$ cat src/rtl/ps2_note_keys.sv
// ps2_note_keys: PS/2 set-2 keyboard receiver that validates 11-bit frames
// and turns make/break codes for twelve keys into held-note enables.
module ps2_note_keys #(
    parameter int TIMEOUT_CYCLES = 50000
) (
    input  logic        CLOCK_50,
    input  logic        reset,
    input  logic        PS2_CLK,
    input  logic        PS2_DAT,
    output logic [11:0] notes,
    output logic [7:0]  scancode,
    output logic        code_valid,
    output logic        frame_error
);

    localparam int TW = $clog2(TIMEOUT_CYCLES + 1);
    localparam logic [TW-1:0] TMO_LAST = TW'(TIMEOUT_CYCLES - 1);

    typedef enum logic [1:0] {
        ST_IDLE,
        ST_BRK,
        ST_EXT,
        ST_EXT_BRK
    } dec_state_t;

    logic          clk_meta_q, clk_sync_q, clk_prev_q;
    logic          dat_meta_q, dat_sync_q;
    logic [3:0]    bitcnt_q, bitcnt_d;
    logic [10:0]   shift_q, shift_d;
    logic [TW-1:0] tmo_q, tmo_d;
    logic [7:0]    scancode_q, scancode_d;
    logic          code_valid_q, code_valid_d;
    logic          frame_error_q, frame_error_d;
    logic [11:0]   notes_q;
    dec_state_t    state_q;

    logic          fall;
    logic [10:0]   word;
    logic          frame_done, frame_ok, tmo_abort, accept;
    logic [7:0]    byte_in;
    logic [11:0]   key_hot;

    // One-hot note bit for a mapped set-2 make code, zero for anything else.
    function automatic logic [11:0] key_onehot(input logic [7:0] code);
        case (code)
            8'h1C:   key_onehot = 12'h001;
            8'h1D:   key_onehot = 12'h002;
            8'h1B:   key_onehot = 12'h004;
            8'h24:   key_onehot = 12'h008;
            8'h23:   key_onehot = 12'h010;
            8'h2B:   key_onehot = 12'h020;
            8'h2C:   key_onehot = 12'h040;
            8'h34:   key_onehot = 12'h080;
            8'h35:   key_onehot = 12'h100;
            8'h33:   key_onehot = 12'h200;
            8'h3C:   key_onehot = 12'h400;
            8'h3B:   key_onehot = 12'h800;
            default: key_onehot = 12'h000;
        endcase
    endfunction

    // Two-flop synchronizers on both pins plus the previous-clock flop; idle bus is high.
    always_ff @(posedge CLOCK_50 or posedge reset) begin
        if (reset) begin
            clk_meta_q <= 1'b1;
            clk_sync_q <= 1'b1;
            clk_prev_q <= 1'b1;
            dat_meta_q <= 1'b1;
            dat_sync_q <= 1'b1;
        end else begin
            clk_meta_q <= PS2_CLK;
            clk_sync_q <= clk_meta_q;
            clk_prev_q <= clk_sync_q;
            dat_meta_q <= PS2_DAT;
            dat_sync_q <= dat_meta_q;
        end
    end

    assign fall    = clk_prev_q & ~clk_sync_q;
    // Bits enter at the top so after eleven edges word[0] is start and word[10] stop.
    assign word    = {dat_sync_q, shift_q[10:1]};
    assign byte_in = word[8:1];
    assign key_hot = key_onehot(byte_in);

    // Frame receiver: bit counting, shifting, inter-edge timeout and frame checks.
    always_comb begin
        bitcnt_d   = bitcnt_q;
        shift_d    = shift_q;
        tmo_d      = tmo_q;
        frame_done = 1'b0;
        tmo_abort  = 1'b0;
        if (fall) begin
            // An edge always beats a simultaneous timeout.
            shift_d = word;
            tmo_d   = '0;
            if (bitcnt_q == 4'd10) begin
                bitcnt_d   = 4'd0;
                frame_done = 1'b1;
            end else begin
                bitcnt_d = bitcnt_q + 4'd1;
            end
        end else if (bitcnt_q != 4'd0) begin
            if (tmo_q == TMO_LAST) begin
                bitcnt_d  = 4'd0;
                tmo_d     = '0;
                tmo_abort = 1'b1;
            end else begin
                tmo_d = tmo_q + 1'b1;
            end
        end else begin
            tmo_d = '0;
        end
        // Odd parity across the data byte and the parity bit.
        frame_ok      = ~word[0] & word[10] & (^word[9:1]);
        accept        = frame_done & frame_ok;
        code_valid_d  = accept;
        frame_error_d = (frame_done & ~frame_ok) | tmo_abort;
        scancode_d    = accept ? byte_in : scancode_q;
    end

    // Receiver and debug-output registers.
    always_ff @(posedge CLOCK_50 or posedge reset) begin
        if (reset) begin
            bitcnt_q      <= 4'd0;
            shift_q       <= '0;
            tmo_q         <= '0;
            scancode_q    <= 8'h00;
            code_valid_q  <= 1'b0;
            frame_error_q <= 1'b0;
        end else begin
            bitcnt_q      <= bitcnt_d;
            shift_q       <= shift_d;
            tmo_q         <= tmo_d;
            scancode_q    <= scancode_d;
            code_valid_q  <= code_valid_d;
            frame_error_q <= frame_error_d;
        end
    end

    // Make/break decoder, stepped only by accepted bytes so notes move with code_valid.
    always_ff @(posedge CLOCK_50 or posedge reset) begin
        if (reset) begin
            state_q <= ST_IDLE;
            notes_q <= 12'h000;
        end else if (accept) begin
            case (state_q)
                ST_IDLE: begin
                    if (byte_in == 8'hF0)      state_q <= ST_BRK;
                    else if (byte_in == 8'hE0) state_q <= ST_EXT;
                    else if (byte_in == 8'h76) notes_q <= 12'h000;
                    else                       notes_q <= notes_q | key_hot;
                end
                ST_BRK: begin
                    notes_q <= notes_q & ~key_hot;
                    state_q <= ST_IDLE;
                end
                ST_EXT:     state_q <= (byte_in == 8'hF0) ? ST_EXT_BRK : ST_IDLE;
                ST_EXT_BRK: state_q <= ST_IDLE;
                default:    state_q <= ST_IDLE;
            endcase
        end
    end

    assign notes       = notes_q;
    assign scancode    = scancode_q;
    assign code_valid  = code_valid_q;
    assign frame_error = frame_error_q;

endmodule

$ cat config.mk
export PLATFORM = sky130hd
export DESIGN_NAME = ps2_note_keys
export DESIGN_NICKNAME = d
export VERILOG_FILES = /design/src/rtl/ps2_note_keys.sv
export SDC_FILE = /design/constraint.sdc
export NUM_CORES = 1
export LEC_CHECK = 0
export BUFFER_PORTS_ARGS = -buffer_cell sky130_fd_sc_hd__buf_2
export CORE_MARGIN = 2
export CORE_UTILIZATION = 50
export CTS_CLUSTER_SIZE = 40
export DETAILED_ROUTE_END_ITERATION = 7
export PLACE_DENSITY = 0.71
export SLEW_MARGIN = 20
export SYNTH_ARGS = -nofsm -noshare
export SYNTH_HDL_FRONTEND = slang
export SYNTH_SLANG_ARGS = --single-unit
$ cat constraint.sdc
create_clock -name CLOCK_50 -period 5.7 [get_ports CLOCK_50]
set_input_delay 0.57 -clock CLOCK_50 [delete_from_list [all_inputs] [get_ports CLOCK_50]]
set_output_delay 0.57 -clock CLOCK_50 [all_outputs]
set_load 0.03 [all_outputs]
Word-level counts from Yosys, hierarchy flattened
Index checks and enable logic that the tools add are counted.
- bits in read-only memories: 0
- logic and storage cells: 81
- input bits: 4
- bits in latches: 0
- bits in writable memories: 0
- memories kept: 0
- output and inout port bits: 22
- flip-flop bits (word level): 60
- muxes and demuxes: 21
- multiply operators: 0
- $lt $le $gt $ge: 0
- bitwise gates (word level): 12
- reductions and logical operators: 10
- add/sub/neg operators: 2
- eq/ne operators: 23
- div/mod/pow operators: 0
- shift-type cells: 0
- operators with widths (kind ; number):
    12-bit case mux with 12 select lines ; 1
    8-bit by 6-bit equality test with 1-bit output (second input constant) ; 9
    16-bit 2-to-1 mux ; 3
    12-bit 2-to-1 mux ; 3
    8-bit by 5-bit equality test with 1-bit output (second input constant) ; 3
    12-bit case mux with 2 select lines ; 1
    16-bit by 1-bit adder with 16-bit output (second input constant) ; 1
    16-bit equality test (second input constant) ; 1
    8-bit equality test (second input constant) ; 2
    4-bit 2-to-1 mux ; 4
    12-bit AND ; 1
    12-bit inverter ; 1
    12-bit OR ; 1
    9-bit parity ; 1
    8-bit by 7-bit equality test with 1-bit output (second input constant) ; 1
    2-bit 2-to-1 mux ; 3
    2-bit case mux with 3 select lines ; 1
    2-bit nonzero test ; 3
    1-bit AND ; 5
    1-bit 2-to-1 mux ; 5
    4-bit by 1-bit adder with 4-bit output (second input constant) ; 1
    2-bit equality test (second input constant) ; 2
    4-bit equality test (second input constant) ; 1
    2-bit != test (second input constant) ; 2
    9 further kinds ; 12

Depth between registers and ports, before layout
- word-level depth: 7
- mapped depth: 7
- gate-level depth less buffers: 6

Worst setup path before layout
Ideal clock, no wire load.
- path kind: reg2reg
- start point: register shift_q[2]
- end point: register scancode_q[0], in the netlist scancode[0]
- data arrival time: 2034 ps
- clock period less this slack: 2159 ps
- path buffers: 1
- stages on the path, launching flop included: 8
- slack: 3541 ps
- library setup time: 125 ps
- data required time: 5575 ps
- cell sequence: dfrtp_1 -> inv_1 -> ha_1 -> xnor3_1 -> xnor2_2 -> nor3_2 -> buf_4 -> mux2_2
- longest elaborated chain between the ends: 3
- RTL lines (what ; RTL line ; source):
    start, declared ; 29 ; logic [10:0] shift_q, shift_d;
    start signal, assigned ; 132 ; shift_q <= shift_d;
    9-bit parity ; 114 ; frame_ok = ~word[0] & word[10] & (^word[9:1]);
    1-bit AND ; 114 ;
    1-bit AND ; 115 ; accept = frame_done & frame_ok;
    net accept ; 39 ; logic frame_done, frame_ok, tmo_abort, accept;
    end signal, assigned ; 134 ; scancode_q <= scancode_d;
    end, declared ; 31 ; logic [7:0] scancode_q, scancode_d;
The timed path passes the listed nets, and every way through them passes these cells.
A chain may end at the register's enable or synchronous reset.

Worst setup path in the final report
- start point: register shift_q[2]
- end point: register scancode_q[7], in the netlist scancode[7]
- longest elaborated chain between the ends: 3
- RTL lines (what ; RTL line):
    9-bit parity ; 114
    1-bit AND ; 114
    1-bit AND ; 115
No other way between the ends.

==> results.json <==
{
  "pwr-share-clk": 0.344,
  "avgSynthCellArea_sq_um": 10.9,
  "switching_share": 0.339,
  "row_count": 28,
  "r2r-end": "scancode[7]",
  "via_count": 2194,
  "p_int_w": 0.000779,
  "vias_per_cell": 5.65,
  "synth_area_sq_um": 3080,
  "dr.pass1.iters": 5,
  "status": "completed",
  "switchingPower_w": 0.000400,
  "grt_max_degree": 60,
  "ir_worst_vdd_mv": 0.191,
  "overflow": 0,
  "crit_arrival_ns": 3.13,
  "r2r_start": "shift_q[2]",
  "gp_congestion": 0.829,
  "drv_slew": 0,
  "final_cell_mix": "dfrtp_1, buf_2, inv_1, nand2_1, nand4_1",
  "drt_iter0_drc": 56,
  "die-area_sq_um": 6800,
  "preCtsSetupSlack_ns": 2.78,
  "clockRootBuffer": "clkbuf_8",
  "p_comb_frac": 0.238,
  "n_antenna_cell": 0,
  "seq_area_frac_synth": 0.482,
  "wl_microns": 5760,
  "antenna_found_initial": 0,
  "hpwlAfterDp_microns": 3880,
  "final_common_cell": "dfrtp_1",
  "yosys_warnings": 0,
  "max-slew-margin-rel": 0.345,
  "final_nets": 330,
  "die_w_microns": 82.5,
  "core_area_sq_um": 5920,
  "hold_class": "primary input to flop",
  "period_minus_slack_ns": 2.91,
  "fin_ws_ns": 2.79,
  "reg2reg_slack_ns": 2.79,
  "clockBufferDepth": 2,
  "hold_violations": 0,
  "pin_count": 26,
  "power.leakage_nw": 1.54,
  "synthCells": 282,
  "setup_viol_count_final": 0,
  "syn-num-nets": 304,
  "hold_end": "dat_meta_q",
  "cap_violations": 0,
  "start_util": 0.520,
  "first_global_vias": 2001,
  "worstSetupEndpointType": "flop",
  "ys.flop_type": "dfrtp_1",
  "seq_power_share": 0.418,
  "io_buffers": 25,
  "worst_pin_slew_ns": 0.978,
  "ant_nets": 0,
  "htreeDepth": 3,
  "die_h_microns": 82.5,
  "worstPathMaxFanout": 15,
  "clk_pin_slew_ns": 0.06,
  "insertion_delay_ns": 0.34,
  "cts_sinks": 59,
  "area_growth_pct": 12.2,
  "period_share": 0.511,
  "hp-start": "PS2_DAT",
  "rsz0062_at_grt": "false",
  "critPathRequiredTime_ns": 5.92,
  "postCtsSetupBuffers": 0,
  "drive_above_1_share": 0.233,
  "synth_edf_count": 0,
  "rr_worst_depth": 6,
  "cp-start-kind": "flop",
  "ys_ff_latch": 59,
  "drc_errors": 0,
  "postCtsResizedCells": 0,
  "grt_pass1_wl_microns": 9450,
  "tns_ns": 0,
  "cts_made_buffers": 9,
  "cellPowerDensity_nw_per_um2": 341,
  "track_usage": 0.189,
  "cts_hold_buf": 0,
  "crit_type": "flop to flop",
  "cts_tree": "yes",
  "synth-async-reset-ratio": 1.00,
  "synth.distinct_cells": 52,
  "fin_skew_ns": 0.0112,
  "max_freq_mhz": 343,
  "whs_path_depth": 1,
  "wl_per_cell_microns": 14.9
}
==> worst max-delay path by stage <==
stage	startpoint	end	slack, ns
3_3_place_gp	shift_q[2]	scancode[7]	2.86
5_1_grt	shift_q[2]	scancode[7]	2.57
2_1_floorplan	shift_q[2]	scancode[0]	3.54
6_report	shift_q[2]	scancode[7]	2.79
3_5_place_dp	shift_q[2]	scancode[4]	2.78
4_1_cts	shift_q[2]	scancode[7]	2.75
==> metal layers <==
metal	GRT usage	share of wire	vias up
li1	-	-	1072
met1	0.267	0.51	1073
met2	0.267	0.43	40
met3	0.0620	0.036	9
met4	0.0750	0.018	0
met5	0	0	-
==> logic make-up after synthesis <==
logic type,Yosys count,share of synthesized area
flip-flops,59,0.482
AND/OR/NAND/NOR,92,0.172
multiplexers,10,0.0366
XOR/XNOR,13,0.0439
adder cells (fa/ha/maj),18,0.0732
buffers and inverters,37,0.0532
AO/OA/AOI/OAI,53,0.139
==> cell type report <==
| cell class | instances | area [sq um] |
|---|---|---|
| Fill cell | 515 | 2470 |
| Sequential cell | 59 | 1480 |
| Multi-Input combinational cell | 186 | 1430 |
| Clock buffer | 12 | 165 |
| Timing Repair Buffer | 27 | 140 |
| Inverter | 25 | 93.8 |
| Tap cell | 75 | 93.8 |
| Clock inverter | 4 | 47.5 |
==> power groups by stage <==
stage,Sequential (W),Combinational [W],Clock [W]
final,0.000493,0.000281,0.000405
after CTS,0.000493,0.000283,0.000415
after global placement,0.000498,0.000276,0
after global routing,0.000501,0.000315,0.000434
after detailed placement,0.000501,0.000280,0
after floorplan,0.000495,0.000242,0
==> critical path: stages (launching register included) <==
cell     delay [ns]
dfrtp_1        0.40
inv_1          0.10
ha_1           0.32
xnor3_1        0.41
xnor2_2        0.36
nor3_2         0.79
mux2_2         0.41
==> cells in the mapped netlist, drive strengths merged (7+ instances only) <==
master / number / area (sq um)
a2111oi: 12 / 174
buf: 7 / 51.3
dfrtp: 54 / 1350
ha: 18 / 225
inv: 25 / 93.8
mux2: 10 / 113
nand2: 21 / 78.8
nand4: 19 / 119
nor2: 13 / 48.8
o21ai: 14 / 70.1
o22ai: 12 / 75.1
xor2: 8 / 70.1
==> state kept, by name, indices dropped and copies added (netlist names) <==
| register | cells |
|---|---|
| shift_q | 10 |
| code_valid | 1 |
| dat_sync_q | 1 |
| frame_error | 1 |
| bitcnt_q | 4 |
| tmo_q | 16 |
| clk_meta_q | 1 |
| dat_meta_q | 1 |
| scancode | 8 |
| clk_prev_q | 1 |
| clk_sync_q | 1 |
| state_q | 2 |
| notes | 12 |
==> metrics by stage <==
step	util	cells	cell area, sq um	hold WS, ns	power [W]
2_1_floorplan	-	282	3080	0.345	0.000737
3_3_place_gp	0.548	372	3240	0.346	0.000774
3_5_place_dp	0.548	372	3240	0.350	0.000781
4_1_cts	0.583	388	3450	0.308	0.00119
5_1_grt	0.583	388	3450	0.300	0.00125
6_report	0.583	388	3450	0.325	0.00118
No activity file was read; power rests on OpenSTA's default activity.
